--- config.mk ---
export PLATFORM = sky130hd
export DESIGN_NAME = rpc_stb_cmd_decoder
export DESIGN_NICKNAME = d
export VERILOG_FILES = /design/src/rtl/rpc_stb_cmd_decoder.sv
export SDC_FILE = /design/constraint.sdc
export NUM_CORES = 1
export LEC_CHECK = 0
export CORE_MARGIN = 4
export CORE_UTILIZATION = 25
export DETAILED_ROUTE_END_ITERATION = 7
export PLACE_DENSITY_LB_ADDON = 0.2
export SYNTH_ARGS = -nofsm -noshare
export SYNTH_HDL_FRONTEND = slang
export SYNTH_HIERARCHICAL = 1
export SYNTH_SLANG_ARGS = --single-unit
--- constraint.sdc ---
create_clock -name clk_i -period 2.7 [get_ports clk_i]
set_input_delay 0.27 -clock clk_i [delete_from_list [all_inputs] [get_ports clk_i]]
set_output_delay 0.27 -clock clk_i [all_outputs]
set_load 0.02 [all_outputs]
--- src/rtl/rpc_stb_cmd_decoder.sv ---
// Purpose: small registered first-word-fall-through FIFO for decoded command words.
// Latency: a push is visible at the head one cycle later; the head is a register read.
// Backpressure: push must be gated by full (or full with a same-cycle pop); pop only when not empty.
module rpc_stb_cmd_fifo #(
    parameter int WIDTH = 32,
    parameter int DEPTH = 2
) (
    input  logic             clk,
    input  logic             rst_n,
    input  logic             push,
    input  logic [WIDTH-1:0] push_dat,
    input  logic             pop,
    output logic [WIDTH-1:0] head_dat,
    output logic             head_vld,
    output logic             full
);
    localparam int PW = (DEPTH > 1) ? $clog2(DEPTH) : 1;

    logic [WIDTH-1:0] mem [DEPTH];
    logic [PW-1:0]    wr_ptr;
    logic [PW-1:0]    rd_ptr;
    logic [PW:0]      count;

    assign head_vld = (count != '0);
    assign full     = (count == (PW+1)'(DEPTH));
    assign head_dat = mem[rd_ptr];

    // Storage write; when full with a same-cycle pop, wr_ptr == rd_ptr and the popped slot is reused.
    always_ff @(posedge clk) begin
        if (push) begin
            mem[wr_ptr] <= push_dat;
        end
    end

    // Pointer and occupancy bookkeeping; depth is a power of two so pointers wrap naturally.
    always_ff @(posedge clk or negedge rst_n) begin
        if (!rst_n) begin
            wr_ptr <= '0;
            rd_ptr <= '0;
            count  <= '0;
        end else begin
            if (push) begin
                wr_ptr <= wr_ptr + PW'(1);
            end
            if (pop) begin
                rd_ptr <= rd_ptr + PW'(1);
            end
            case ({push, pop})
                2'b10:   count <= count + (PW+1)'(1);
                2'b01:   count <= count - (PW+1)'(1);
                default: count <= count;
            endcase
        end
    end
endmodule

// Purpose: deserialize the CS_n-framed STB command stream into command words and queue them.
// Latency: last bit sampled in cycle N -> cmd_valid_o in cycle N+2 when the queue was empty.
// Backpressure: valid/ready at the output; a frame completing into a full queue is dropped with overflow_o.
module rpc_stb_cmd_decoder #(
    parameter int DRAM_CMD_WIDTH = 32,
    parameter int FIFO_DEPTH     = 2,
    parameter int CNT_WIDTH      = 16
) (
    input  logic                      clk_i,
    input  logic                      rst_ni,
    input  logic                      rpc_cs_ni,
    input  logic                      rpc_stb_i,
    output logic                      cmd_valid_o,
    input  logic                      cmd_ready_i,
    output logic [DRAM_CMD_WIDTH-1:0] cmd_o,
    output logic [3:0]                cmd_opcode_o,
    output logic [1:0]                cmd_bank_o,
    output logic [12:0]               cmd_addr_o,
    output logic [5:0]                cmd_len_o,
    output logic                      cmd_illegal_o,
    output logic                      frame_err_o,
    output logic                      overflow_o,
    output logic [CNT_WIDTH-1:0]      frame_cnt_o,
    output logic                      busy_o
);
    localparam int W  = DRAM_CMD_WIDTH;
    localparam int BW = $clog2(W + 1);

    // GAP is the post-frame wait while CS_n is still held low; it behaves like IDLE for framing.
    typedef enum logic [1:0] {
        IDLE  = 2'd0,
        SHIFT = 2'd1,
        DONE  = 2'd2,
        GAP   = 2'd3
    } state_t;

    state_t        state;
    state_t        state_nxt;
    logic [W-1:0]  sreg;
    logic [BW-1:0] bit_cnt;

    logic          load_first;
    logic          shift_en;
    logic          abort_err;
    logic          gap_err;
    logic          push_req;

    logic          fifo_push;
    logic          fifo_pop;
    logic          fifo_full;
    logic          fifo_vld;
    logic [W-1:0]  fifo_head;

    // State register.
    always_ff @(posedge clk_i or negedge rst_ni) begin
        if (!rst_ni) begin
            state <= IDLE;
        end else begin
            state <= state_nxt;
        end
    end

    // Next-state and per-cycle control strobes for the shifter and the queue.
    always_comb begin
        state_nxt  = state;
        load_first = 1'b0;
        shift_en   = 1'b0;
        abort_err  = 1'b0;
        gap_err    = 1'b0;
        push_req   = 1'b0;
        case (state)
            IDLE: begin
                if (!rpc_cs_ni) begin
                    load_first = 1'b1;
                    state_nxt  = SHIFT;
                end
            end
            SHIFT: begin
                if (rpc_cs_ni) begin
                    abort_err = 1'b1;
                    state_nxt = IDLE;
                end else begin
                    shift_en = 1'b1;
                    if (bit_cnt == BW'(W - 1)) begin
                        state_nxt = DONE;
                    end
                end
            end
            DONE: begin
                push_req = 1'b1;
                if (!rpc_cs_ni) begin
                    gap_err   = 1'b1;
                    state_nxt = GAP;
                end else begin
                    state_nxt = IDLE;
                end
            end
            GAP: begin
                if (rpc_cs_ni) begin
                    state_nxt = IDLE;
                end
            end
            default: state_nxt = IDLE;
        endcase
    end

    // Shift register and bit counter: MSB arrives first, every later bit enters at the LSB.
    always_ff @(posedge clk_i or negedge rst_ni) begin
        if (!rst_ni) begin
            sreg    <= '0;
            bit_cnt <= '0;
        end else if (load_first) begin
            sreg    <= {{(W-1){1'b0}}, rpc_stb_i};
            bit_cnt <= BW'(1);
        end else if (shift_en) begin
            sreg    <= {sreg[W-2:0], rpc_stb_i};
            bit_cnt <= bit_cnt + BW'(1);
        end else if (abort_err || push_req) begin
            bit_cnt <= '0;
        end
    end

    // A same-cycle pop frees a slot, so a full queue still accepts the completed frame.
    assign fifo_pop  = fifo_vld && cmd_ready_i;
    assign fifo_push = push_req && (!fifo_full || fifo_pop);

    rpc_stb_cmd_fifo #(
        .WIDTH (W),
        .DEPTH (FIFO_DEPTH)
    ) u_fifo (
        .clk      (clk_i),
        .rst_n    (rst_ni),
        .push     (fifo_push),
        .push_dat (sreg),
        .pop      (fifo_pop),
        .head_dat (fifo_head),
        .head_vld (fifo_vld),
        .full     (fifo_full)
    );

    // Registered status pulses and the accepted-frame counter (wraps silently).
    always_ff @(posedge clk_i or negedge rst_ni) begin
        if (!rst_ni) begin
            frame_err_o <= 1'b0;
            overflow_o  <= 1'b0;
            frame_cnt_o <= '0;
        end else begin
            frame_err_o <= abort_err || gap_err;
            overflow_o  <= push_req && !fifo_push;
            if (fifo_push) begin
                frame_cnt_o <= frame_cnt_o + CNT_WIDTH'(1);
            end
        end
    end

    // Head word and decoded fields are forced to zero whenever the queue is empty.
    assign cmd_valid_o   = fifo_vld;
    assign cmd_o         = fifo_vld ? fifo_head : '0;
    assign cmd_opcode_o  = cmd_o[W-1:W-4];
    assign cmd_bank_o    = cmd_o[W-5:W-6];
    assign cmd_addr_o    = cmd_o[W-7:W-19];
    assign cmd_len_o     = cmd_o[W-20:W-25];
    assign cmd_illegal_o = fifo_vld && cmd_opcode_o[3];
    assign busy_o        = (state == SHIFT);
endmodule

==> metrics.md, run 1 <==
| Metric | Value |
|---|---|
| Peak supply drop | 0.386 mV |
| Mapped Avg Cell Area | 12.8 um2 |
| Weighted congestion reported at the end of routability-driven placement | 0.660 |
| DRT Wirelength | 10600 um |
| Power density relative to cell area | 933 nW/um2 |
| Largest stage delay on the critical path | 0.61 ns |
| Clock slew seen by the registers of the worst setup and hold paths | 0.05 ns |
| Number of nets at the end of the flow | 510 |
| Buf+Inv Stages, Crit Path | 2 |
| Reported leakage power | 2.75 nW |
| Clock tree sinks | 126 |
| Layout cells sized above 1 | 17.7% |
| Hold Slack | 0.434 ns |
| Largest net degree at the start of global routing | 43 |
| Detailed placer's ending HPWL | 7040 um |
| Sum Neg Setup Slack | 0 ns |
| Critical path class | reg2out |
| Cells along the critical path | buf_12 -> mux2_2 -> and2_1 -> clkdlybuf4s50_1 |
| DR DRC count | 0 |
| Final-report setup violation count | 0 |
| Predominant post-synthesis flop cell | edfxtp_1 |
| Clk Tree Root Cell | clkbuf_16 |
| Hold violation count in the final report | 0 |
| Remaining number of nets flagged by the antenna check after routing | 0 |
| Remaining max-slew budget at the tightest pin | 68.8% |
| Number of H-tree levels | 4 |
| Final Cycle Share | 95.4% |
| Cell type of the slowest stage on the worst timing path | dfrtp_4 |
| Maximum number of buffers from clock root to sink | 2 |
| Die area | 24800 um2 |
| Number of DRC markers after the initial detailed-route iteration | 131 |
| Die width | 157 um |
| Layout Area Growth over Synthesis | 28.0% |
| Ports | 83 |
| PnR Total Power | 6.66 mW |
| Dominant delay contributor by cell family on the critical path | buffers and inverters |
| Clock latency on the worst-skew pair | 0.41 ns |
| TritonCTS clock tree | built |
| Synthesized net count | 443 |
| Worst min-delay path class | in2async |
| Post-synthesis cell area | 5580 um2 |
| Cell count after synthesis | 435 |
| Total vias in the final route | 3289 |
| N_diodes | 0 |
| Initial cell density of the core | 25.5% |
| Fraction of the yosys area taken by sequential cells | 62.3% |
| Antenna violations before repair | 0 |
| Area inside the core boundary | 21900 um2 |
| Inserted Clock Buffers | 17 |
| RSZ-0062 raised after global routing | false |
| Number of storage elements in the synthesis netlist | 126 |
| GR Util All Layers | 8.98% |
| Row count | 54 |
| Peak fanout along the critical path | 20 |
| IO Port Bufs | 82 |
| Count of unique library cells instantiated by Yosys | 40 |
| Asr flop ratio synth | 49.2% |
| Via count of the first global-routing pass | 3365 |
| Data arrival time at the worst-slack endpoint | 2.31 ns |
| Required time worst endpoint | 2.43 ns |
| Synth warn | 6 |
| Startpoint Class | register |
| First-pass GRT wire length | 17300 um |
| Actual transition at the worst max-transition pin | 0.467 ns |
| Result of the run | completed |
| Average wire length per cell after detail routing | 13.3 um |
| Vias per cell | 4.14 |
| Highest Clock Rate | 0.388 GHz |
| Overall overflow remaining after global route | 0 |
| Type of destination of the critical path | output pin |
| Count of max-cap constraint violations | 0 |
| Die Height | 157 um |
| Max Transition Viols Final | 0 |
| DRT Pass-1 Iters | 4 |
| Post-CTS setup buffer count | 0 |
| Crit path time final | 2.58 ns |
| Setup Skew | 0.00592 ns |
| Count of flip-flops with a built-in enable after synthesis | 64 |
-- tightest hold or removal path, delay by kind of cell --
family,cells,cell delay (ns)
buffers and inverters,3,0.99
-- report_power, final --
part	internal, mW	switching (mW)
sequential	2.06	0.102
combinational	1.14	1.06
clock	1.48	0.828
total	4.67	1.99
-- final timing paths --
check                      slack, ns                           to  depth (start not counted)                        start
min in group clk_i              0.47  frame_cnt_o[15]$_DFFE_PN0P_                          1  frame_cnt_o[15]$_DFFE_PN0P_
hold reg to reg                 0.47  frame_cnt_o[15]$_DFFE_PN0P_                          1  frame_cnt_o[15]$_DFFE_PN0P_
max in group asynchronous       1.92    u_fifo/rd_ptr$_DFFE_PN0P_                          3                       rst_ni
setup reg to reg                0.59  u_fifo/count[1]$_DFFE_PN0P_                          8  u_fifo/count[0]$_DFFE_PN0P_
setup / recovery                0.12                    cmd_o[22]                          4    u_fifo/rd_ptr$_DFFE_PN0P_
hold / removal                  0.43   frame_cnt_o[4]$_DFFE_PN0P_                          3                       rst_ni
-- cell usage after synthesis, types with 7 or more instances --
library cell	number	share of area, %
and2_1	34	3.8
dfrtp_1	62	28
edfxtp_1	64	34
clkbuf_1	16	1.1
xor2_1	11	1.7
mux2_4	29	7.8
nor2_1	10	0.67
buf_4	26	3.5
xnor2_1	9	1.4
nand3_1	7	0.63
nand2_1	71	4.8
o21ai_0	35	3.1
-- flip-flops by register name (all words and copies together), names as in the netlist --
signal,cells
overflow_o,1
sreg,32
u_fifo/rd_ptr,1
u_fifo/count,2
frame_cnt_o,16
u_fifo/mem,64
bit_cnt,6
u_fifo/wr_ptr,1
frame_err_o,1
state,2
-- metrics by stage --
stage	setup slack, ns	instance area (um2)	utilization [%]	cells
5_1_grt	0.0166	7140	32.6	795
6_report	0.123	7140	32.6	795
2_1_floorplan	0.259	5580	-	435
3_5_place_dp	0.426	6520	29.8	762
4_1_cts	0.0725	7140	32.6	795
3_3_place_gp	0.452	6520	29.8	762
-- layout by cell type (no fill, tap or decap), types with 3 or more instances in the layout --
cell type	n
nand2_1	71
a21oi_1	4
o211ai_1	3
nand4_1	5
dfrtp_1	61
edfxtp_1	64
and3_1	3
clkinv_4	3
nand3_1	7
o21ai_0	35
clkbuf_16	17
nor2b_1	3
clkdlybuf4s50_1	81
ha_1	3
xor2_1	11
mux2_4	29
bufinv_16	3
and2_1	33
buf_4	14
inv_1	4
mux2_2	6
xnor2_1	9
nor2_1	9
-- timing repair --
action                                  4_1_cts  5_1_grt
hold buffers                                  1        0
endpoints found under the setup margin        6        0
gates resized for setup                       1        0
endpoints found under the hold margin        62        0
-- metal layers --
metal,up-vias,GRT usage [%],wire length [um]
met1,1596,11.0,4800
met4,0,2.83,133
met5,-,0,0
li1,1607,-,-
met2,73,14.7,5120
met3,13,3.41,535
-- logic make-up after synthesis --
group,synth area share [%]
mux,9.02
compound gates,5.16
buf+inv,6.69
fa+ha+maj,0.673
simple gates,13.0
xor+xnor,3.14
flops,62.3
-- area by class of cell --
cell class | count | area [um2]
multi-input cells | 255 | 1740
inverters | 4 | 15.0
well taps | 280 | 350
repair buffers | 98 | 951
flip-flops and latches | 126 | 3480
fillers | 2228 | 14800
clock inverters | 13 | 163
clock buffers | 19 | 443
Note: power is estimated with default switching activity, not from simulation.
==> run 2, diff against run 1 <==
--- a/config.mk
+++ b/config.mk
@@ -5,10 +5,11 @@
 export SDC_FILE = /design/constraint.sdc
 export NUM_CORES = 1
 export LEC_CHECK = 0
-export CORE_MARGIN = 4
+export CORE_MARGIN = 2
 export CORE_UTILIZATION = 25
 export DETAILED_ROUTE_END_ITERATION = 7
 export PLACE_DENSITY_LB_ADDON = 0.2
+export SETUP_SLACK_MARGIN = 0.15
 export SYNTH_ARGS = -nofsm -noshare
 export SYNTH_HDL_FRONTEND = slang
 export SYNTH_HIERARCHICAL = 1
==> run 2 against run 1 <==
- global-route usage up 0.69 points
- combinational power up 4%
- sequential share of layout area down 0.077 points
- total power down 0.70%
- first-iteration DRC count up 47%
- critical path type unchanged
- largest cell class unchanged
- highest routed layer unchanged
==> metrics.md, run 2 (same netlist as run 1, synthesis figures left out) <==
| Metric | Value |
|---|---|
| Max Transition Viols Final | 0 (unchanged) |
| Inserted Clock Buffers | 17 (unchanged) |
| Peak fanout along the critical path | 8 (was 20) |
| Slack of the critical path | 0.281 ns (was 0.123 ns) |
| Largest registers in the final layout | u_fifo/mem x64, sreg x32, frame_cnt_o x16 (unchanged) |
| Sum Neg Setup Slack | 0 ns (unchanged) |
| Number of H-tree levels | 4 (unchanged) |
| Number of DRC markers after the initial detailed-route iteration | 192 (was 131) |
| Area inside the core boundary | 21900 um2 (unchanged) |
| Data arrival time at the worst-slack endpoint | 2.15 ns (was 2.31 ns) |
| Result of the run | completed (unchanged) |
| Number of placed instances with taps included | 757 (was 762) |
| Crit path time final | 2.42 ns (was 2.58 ns) |
| Clock slew seen by the registers of the worst setup and hold paths | 0.06 ns (was 0.05 ns) |
| N_diodes | 0 (unchanged) |
| Sequential Area | 3480 um2 (unchanged) |
| Clock tree sinks | 126 (unchanged) |
| Remaining number of nets flagged by the antenna check after routing | 0 (unchanged) |
| DRT Wirelength | 10800 um (was 10600 um) |
| Weighted congestion reported at the end of routability-driven placement | 0.670 (was 0.660) |
| Largest net degree at the start of global routing | 40 (was 43) |
| Startpoint Class | register (unchanged) |
| Multi-input combinational cell area | 1740 um2 (about the same) |
| Required time worst endpoint | 2.43 ns (about the same) |
| Die width | 153 um (was 157 um) |
| Detailed placer's ending HPWL | 6870 um (was 7040 um) |
| Dominant delay contributor by cell family on the critical path | buffers and inverters (unchanged) |
| Post-DP Area | 6530 um2 (was 6520 um2) |
| Number of fill cells | 2201 (was 2228) |
| Actual transition at the worst max-transition pin | 0.673 ns (was 0.467 ns) |
| Largest register by flop count | u_fifo/mem (unchanged) |
| Maximum number of buffers from clock root to sink | 2 (unchanged) |
| Layout Area Growth over Synthesis | 28.2% (was 28.0%) |
| TritonCTS clock tree | built (unchanged) |
| Vias per cell | 4.16 (was 4.14) |
| Average wire length per cell after detail routing | 13.6 um (was 13.3 um) |
| Setup Skew | 0.00670 ns (was 0.00592 ns) |
| Critical path class | reg2out (unchanged) |
| Depth of the worst register-to-register path | 7 (was 8) |
| GR Util All Layers | 9.68% (was 8.98%) |
| Clock latency on the worst-skew pair | 0.41 ns (about the same) |
| Antenna violations before repair | 0 (unchanged) |
| DR DRC count | 0 (unchanged) |
| Final std cell area, no fill | 7150 um2 (was 7140 um2) |
| Final-report setup violation count | 0 (unchanged) |
| Die area | 23500 um2 (was 24800 um2) |
| IO Port Bufs | 82 (unchanged) |
| PnR Total Power | 6.62 mW (was 6.66 mW) |
| Via count of the first global-routing pass | 3303 (was 3365) |
| Total vias in the final route | 3295 (was 3289) |
| Worst min-delay path class | in2async (unchanged) |
| Die Height | 153 um (was 157 um) |
| Hold violation count in the final report | 0 (unchanged) |
| Row count | 54 (unchanged) |
| Finished Layout Cells | 792 (was 795) |
| DRT Pass-1 Iters | 4 (unchanged) |
| First-pass GRT wire length | 17600 um (was 17300 um) |
| Remaining max-slew budget at the tightest pin | 55.1% (was 68.8%) |
| Type of destination of the critical path | output pin (unchanged) |
| Cell type of the slowest stage on the worst timing path | clkdlybuf4s50_1 (was dfrtp_4) |
| Power density relative to cell area | 925 nW/um2 (was 933 nW/um2) |
| Initial cell density of the core | 25.5% (unchanged) |
| Launching element of the worst setup path | u_fifo/rd_ptr$_DFFE_PN0P_ (unchanged) |
| Highest-count cells in the layout ignoring fill and taps | clkdlybuf4s50_1 (81), nand2_1 (71), edfxtp_1 (64) (unchanged) |
| Reported leakage power | 2.75 nW (about the same) |
| Number of flip-flops in the largest register | 64 (unchanged) |
| Number of nets at the end of the flow | 507 (was 510) |
| Overall overflow remaining after global route | 0 (unchanged) |
| Largest stage delay on the critical path | 0.54 ns (was 0.61 ns) |
| Ports | 83 (unchanged) |
| Origin of the critical flop-to-flop path | u_fifo/count[0]$_DFFE_PN0P_ (unchanged) |
| Cells along the critical path | buf_4 -> mux2_4 -> and2_1 -> clkdlybuf4s50_1 (was buf_12 -> mux2_2 -> and2_1 -> clkdlybuf4s50_1) |
| RSZ-0062 raised after global routing | false (unchanged) |
| Layout cells sized above 1 | 17.6% (was 17.7%) |
| Peak supply drop | 0.416 mV (was 0.386 mV) |
| Setup Slack @ Placement | 0.455 ns (was 0.426 ns) |
| Highest Clock Rate | 0.413 GHz (was 0.388 GHz) |
| Count of cell instances traversed by the critical path | 4 (unchanged) |
| Final Cycle Share | 89.6% (was 95.4%) |
| Buf+Inv Stages, Crit Path | 2 (unchanged) |
| Most common library cell in the layout ignoring fill and taps | clkdlybuf4s50_1 (unchanged) |
| Clk Tree Root Cell | clkbuf_16 (unchanged) |
| R2R Setup Slk | 0.74 ns (was 0.59 ns) |
| Count of max-cap constraint violations | 0 (unchanged) |
| Endpoint of the most critical register-to-register path | u_fifo/count[1]$_DFFE_PN0P_ (unchanged) |
| Worst setup endpoint | cmd_o[9] (was cmd_o[22]) |
==> run 2: timing repair <==
action,in CTS,in global routing
hold buffers,1,0
endpoints found under the hold margin,24,0
pin swaps,0,1
endpoints found under the setup margin,56,1
resized for setup,2,0
setup buffers,2,0
==> run 2: cell type report <==
cell class,instances,share of cell area [%]
sequential,126,48.6
clock inverter,14,2.07
inverter,4,0.210
clock buffer,18,6.14
tap,280,4.90
timing repair buffer,95,13.7
multi-input combinational,255,24.4
==> run 2: how the worst min path moves through the flow <==
stage / end / from / depth (start not counted) / slack, ns
5_1_grt: u_fifo/mem[1][31]$_DFFE_PP_ / sreg[31]$_DFFE_PN0P_ / 0 / 0.49
4_1_cts: sreg[25]$_DFFE_PN0P_ / rst_ni / 2 / 0.46
2_1_floorplan: bit_cnt[0]$_DFFE_PN0P_ / rst_ni / 0 / -0.03
6_report: sreg[25]$_DFFE_PN0P_ / rst_ni / 2 / 0.45
3_3_place_gp: sreg[26]$_DFFE_PN0P_ / rst_ni / 1 / 0.34
3_5_place_dp: sreg[25]$_DFFE_PN0P_ / rst_ni / 1 / 0.35
==> run 2: power breakdown <==
part,internal (mW),total [mW],switching [mW]
clock network,1.32,2.23,0.907
registers,2.06,2.11,0.0520
logic,1.16,2.27,1.11
total,4.55,6.62,2.07
==> run 2: stage by stage <==
stage | util [%] | hold WS [ns]
2_1_floorplan | - | -0.0256
3_3_place_gp | 29.8 | 0.342
3_5_place_dp | 29.8 | 0.350
4_1_cts | 32.7 | 0.460
5_1_grt | 32.7 | 0.494
6_report | 32.7 | 0.453
==> run 2: layer usage <==
metal | wire length [um] | GRT usage (%) | vias up
li1 | - | - | 1615
met1 | 5100 | 12.4 | 1598
met2 | 5090 | 15.1 | 68
met3 | 405 | 3.12 | 14
met4 | 176 | 4.11 | 0
met5 | 0 | 0 | -
==> run 2: worst reg2reg max path: stages, from the launching register on <==
cell	delay [ns]
dfrtp_1	0.42
or2_4	0.36
a21boi_2	0.29
nor2_1	0.12
inv_1	0.14
ha_1	0.27
nor2_1	0.13
xor2_1	0.15
==> run 3, diff against run 2 <==
--- a/config.mk
+++ b/config.mk
@@ -5,11 +5,12 @@
 export SDC_FILE = /design/constraint.sdc
 export NUM_CORES = 1
 export LEC_CHECK = 0
-export CORE_MARGIN = 2
+export ABC_AREA = 1
 export CORE_UTILIZATION = 25
 export DETAILED_ROUTE_END_ITERATION = 7
 export PLACE_DENSITY_LB_ADDON = 0.2
 export SETUP_SLACK_MARGIN = 0.15
+export SLEW_MARGIN = 10
 export SYNTH_ARGS = -nofsm -noshare
 export SYNTH_HDL_FRONTEND = slang
 export SYNTH_HIERARCHICAL = 1
==> run 3 against run 2 <==
- synthesized cell count is 27% higher
- clock power is 11% higher
- design area is 2.5% higher
- fmax is 0.81% higher
- wire length is 4.3% higher
- largest power group unchanged
==> metrics.md, run 3 <==
| Metric | Value |
|---|---|
| Weighted congestion reported at the end of routability-driven placement | 0.716 (was 0.670) |
| Clk Tree Root Cell | clkbuf_16 (unchanged) |
| Number of nets at the end of the flow | 632 (was 507) |
| DRT Wirelength | 11200 um (was 10800 um) |
| Number of fill cells | 2261 (was 2201) |
| Peak supply drop | 0.436 mV (was 0.416 mV) |
| Max Transition Viols Final | 0 (unchanged) |
| Multi-input combinational cell area | 1430 um2 (was 1740 um2) |
| Number of flip-flops in the largest register | 64 (unchanged) |
| Highest Clock Rate | 0.417 GHz (was 0.413 GHz) |
| PnR Total Power | 7.13 mW (was 6.62 mW) |
| Count of unique library cells instantiated by Yosys | 27 (was 40) |
| Largest registers in the final layout | u_fifo/mem x64, sreg x32, frame_cnt_o x16 (unchanged) |
| IO Port Bufs | 82 (unchanged) |
| Row count | 54 (unchanged) |
| Post-DP Area | 6630 um2 (was 6530 um2) |
| Reported leakage power | 3.27 nW (was 2.75 nW) |
| Sequential Area | 3480 um2 (unchanged) |
| Final-report setup violation count | 0 (unchanged) |
| Clock tree sinks | 126 (unchanged) |
| Data arrival time at the worst-slack endpoint | 2.13 ns (was 2.15 ns) |
| Detailed placer's ending HPWL | 7830 um (was 6870 um) |
| Hold violation count in the final report | 0 (unchanged) |
| Predominant post-synthesis flop cell | edfxtp_1 (unchanged) |
| RSZ-0062 raised after global routing | false (unchanged) |
| Die width | 153 um (about the same) |
| Via count of the first global-routing pass | 3873 (was 3303) |
| Inserted Clock Buffers | 17 (unchanged) |
| TritonCTS clock tree | built (unchanged) |
| Result of the run | completed (unchanged) |
| N_diodes | 0 (unchanged) |
| Critical path class | reg2out (unchanged) |
| GR Util All Layers | 10.5% (was 9.68%) |
| Overall overflow remaining after global route | 0 (unchanged) |
| Fraction of the yosys area taken by sequential cells | 60.9% (was 62.3%) |
| Crit path time final | 2.40 ns (was 2.42 ns) |
| Asr flop ratio synth | 49.2% (unchanged) |
| Peak fanout along the critical path | 14 (was 8) |
| Share of Yosys cell area claimed by the top area cell type | 33.7% (was 34.5%) |
| First-pass GRT wire length | 19300 um (was 17600 um) |
| DRT Pass-1 Iters | 4 (unchanged) |
| Area inside the core boundary | 22100 um2 (was 21900 um2) |
| Post-synthesis cell area | 5700 um2 (was 5580 um2) |
| Sum Neg Setup Slack | 0 ns (unchanged) |
| Maximum number of buffers from clock root to sink | 2 (unchanged) |
| Number of storage elements in the synthesis netlist | 126 (unchanged) |
| Final Cycle Share | 88.9% (was 89.6%) |
| Number of H-tree levels | 4 (unchanged) |
| Synth warn | 6 (unchanged) |
| Top post-synthesis cells by area | edfxtp_1 (34%), dfrtp_1 (27%), inv_1 (8.0%) (was edfxtp_1 (34%), dfrtp_1 (28%), mux2_4 (7.8%)) |
| Total vias in the final route | 3718 (was 3295) |
| Mapped Avg Cell Area | 10.3 um2 (was 12.8 um2) |
| Antenna violations before repair | 0 (unchanged) |
| Synthesized net count | 560 (was 443) |
| Remaining max-slew budget at the tightest pin | 48.1% (was 55.1%) |
| Largest net degree at the start of global routing | 37 (was 40) |
| Count of flip-flops with a built-in enable after synthesis | 64 (unchanged) |
| Cell count after synthesis | 552 (was 435) |
| Worst min-delay path class | in2async (unchanged) |
| Highest-count cells in the layout ignoring fill and taps | inv_1 (121), nand2_1 (112), clkdlybuf4s50_1 (80) (was clkdlybuf4s50_1 (81), nand2_1 (71), edfxtp_1 (64)) |
| Power density relative to cell area | 973 nW/um2 (was 925 nW/um2) |
| Layout Area Growth over Synthesis | 28.5% (was 28.2%) |
| Die area | 23400 um2 (was 23500 um2) |
| Fin util | 33.2% (was 32.7%) |
| Biggest area consumer among synthesized cells | edfxtp_1 (unchanged) |
| Most used standard cell by instance count after synthesis | inv_1 (was nand2_1) |
| Clock latency on the worst-skew pair | 0.42 ns (was 0.41 ns) |
| Startpoint Class | register (unchanged) |
| Hold Slack | 0.464 ns (was 0.453 ns) |
| Post-synth top cells | inv_1 (121), nand2_1 (113), edfxtp_1 (64), dfrtp_1 (62), o22ai_1 (31) (was nand2_1 (71), edfxtp_1 (64), dfrtp_1 (62), o21ai_0 (35), and2_1 (34)) |
| DR DRC count | 0 (unchanged) |
| Initial cell density of the core | 25.8% (was 25.5%) |
| Clock slew seen by the registers of the worst setup and hold paths | 0.06 ns (about the same) |
| Vias per cell | 4.05 (was 4.16) |
| Number of DRC markers after the initial detailed-route iteration | 180 (was 192) |
| Type of destination of the critical path | output pin (unchanged) |
| Setup Skew | 0.00921 ns (was 0.00670 ns) |
| Layout cells sized above 1 | 14.4% (was 17.6%) |
| Ports | 83 (unchanged) |
| Required time worst endpoint | 2.43 ns (about the same) |
| Remaining number of nets flagged by the antenna check after routing | 0 (unchanged) |
| Final std cell area, no fill | 7330 um2 (was 7150 um2) |
| Die Height | 153 um (about the same) |
| Largest register by flop count | u_fifo/mem (unchanged) |
| Average wire length per cell after detail routing | 12.3 um (was 13.6 um) |
| Most common library cell in the layout ignoring fill and taps | inv_1 (was clkdlybuf4s50_1) |
| Count of max-cap constraint violations | 0 (unchanged) |
| Actual transition at the worst max-transition pin | 0.778 ns (was 0.673 ns) |
[run 3: timing repair]
action,CTS,global route
setup buffers,0,4
endpoints found under the setup margin,3,33
hold endpoints to repair,29,0
gates resized for setup,1,2
hold buffers,1,0
[run 3: path summary, 6_finish.rpt]
kind	startpoint	end	slack (ns)	depth (start not counted)
setup / recovery	u_fifo/count[0]$_DFFE_PN0P_	cmd_o[13]	0.30	6
hold / removal	rst_ni	frame_cnt_o[8]$_DFFE_PN0P_	0.46	2
setup reg to reg	u_fifo/count[0]$_DFFE_PN0P_	u_fifo/count[1]$_DFFE_PN0P_	0.72	12
hold reg to reg	sreg[5]$_DFFE_PN0P_	u_fifo/mem[1][5]$_DFFE_PP_	0.47	0
max in group asynchronous	rst_ni	u_fifo/wr_ptr$_DFFE_PN0P_	1.58	3
min in group clk_i	rpc_cs_ni	state[1]$_DFFE_PN0P_	0.47	2
[run 3: area by class of cell]
class / count / area share, %
sequential: 126 / 47.4
multi-input combinational: 257 / 19.5
timing repair buffer: 96 / 13.0
inverter: 126 / 6.45
clock buffer: 21 / 6.28
tap: 280 / 4.78
clock inverter: 11 / 2.56
[run 3: critical path, stage by stage (launching register included)]
cell and delay, ns:
dfrtp_1 0.40, inv_1 0.08, nand2_2 0.18, buf_4 0.26, nand2_1 0.10, inv_1 0.09, clkdlybuf4s50_1 0.60
[run 3: power breakdown]
group	internal (mW)	switching, mW	leakage, nW
logic	1.12	1.41	1.54
clock network	1.68	0.801	0.311
registers	2.06	0.0604	1.42
[run 3: cells by family after synthesis]
group	Yosys count	synth area share (%)
AO/OA/AOI/OAI	73	8.86
buffers and inverters	169	14.2
flip-flops	126	60.9
AND/OR/NAND/NOR	167	12.9
adder cells (fa/ha/maj)	3	0.658
XOR/XNOR	14	2.41
[run 3: layer usage]
metal	GRT usage [%]	part of all wire, %
met4	3.70	1.6
met2	17.4	49
met1	12.8	45
met5	0	0
met3	3.49	3.7
[run 3: per-stage QoR]
stage,setup slack (ns),instances
after floorplan,0.243,552
after global routing,0.158,917
after global placement,0.648,880
final,0.300,917
after CTS,0.157,913
after detailed placement,0.585,880
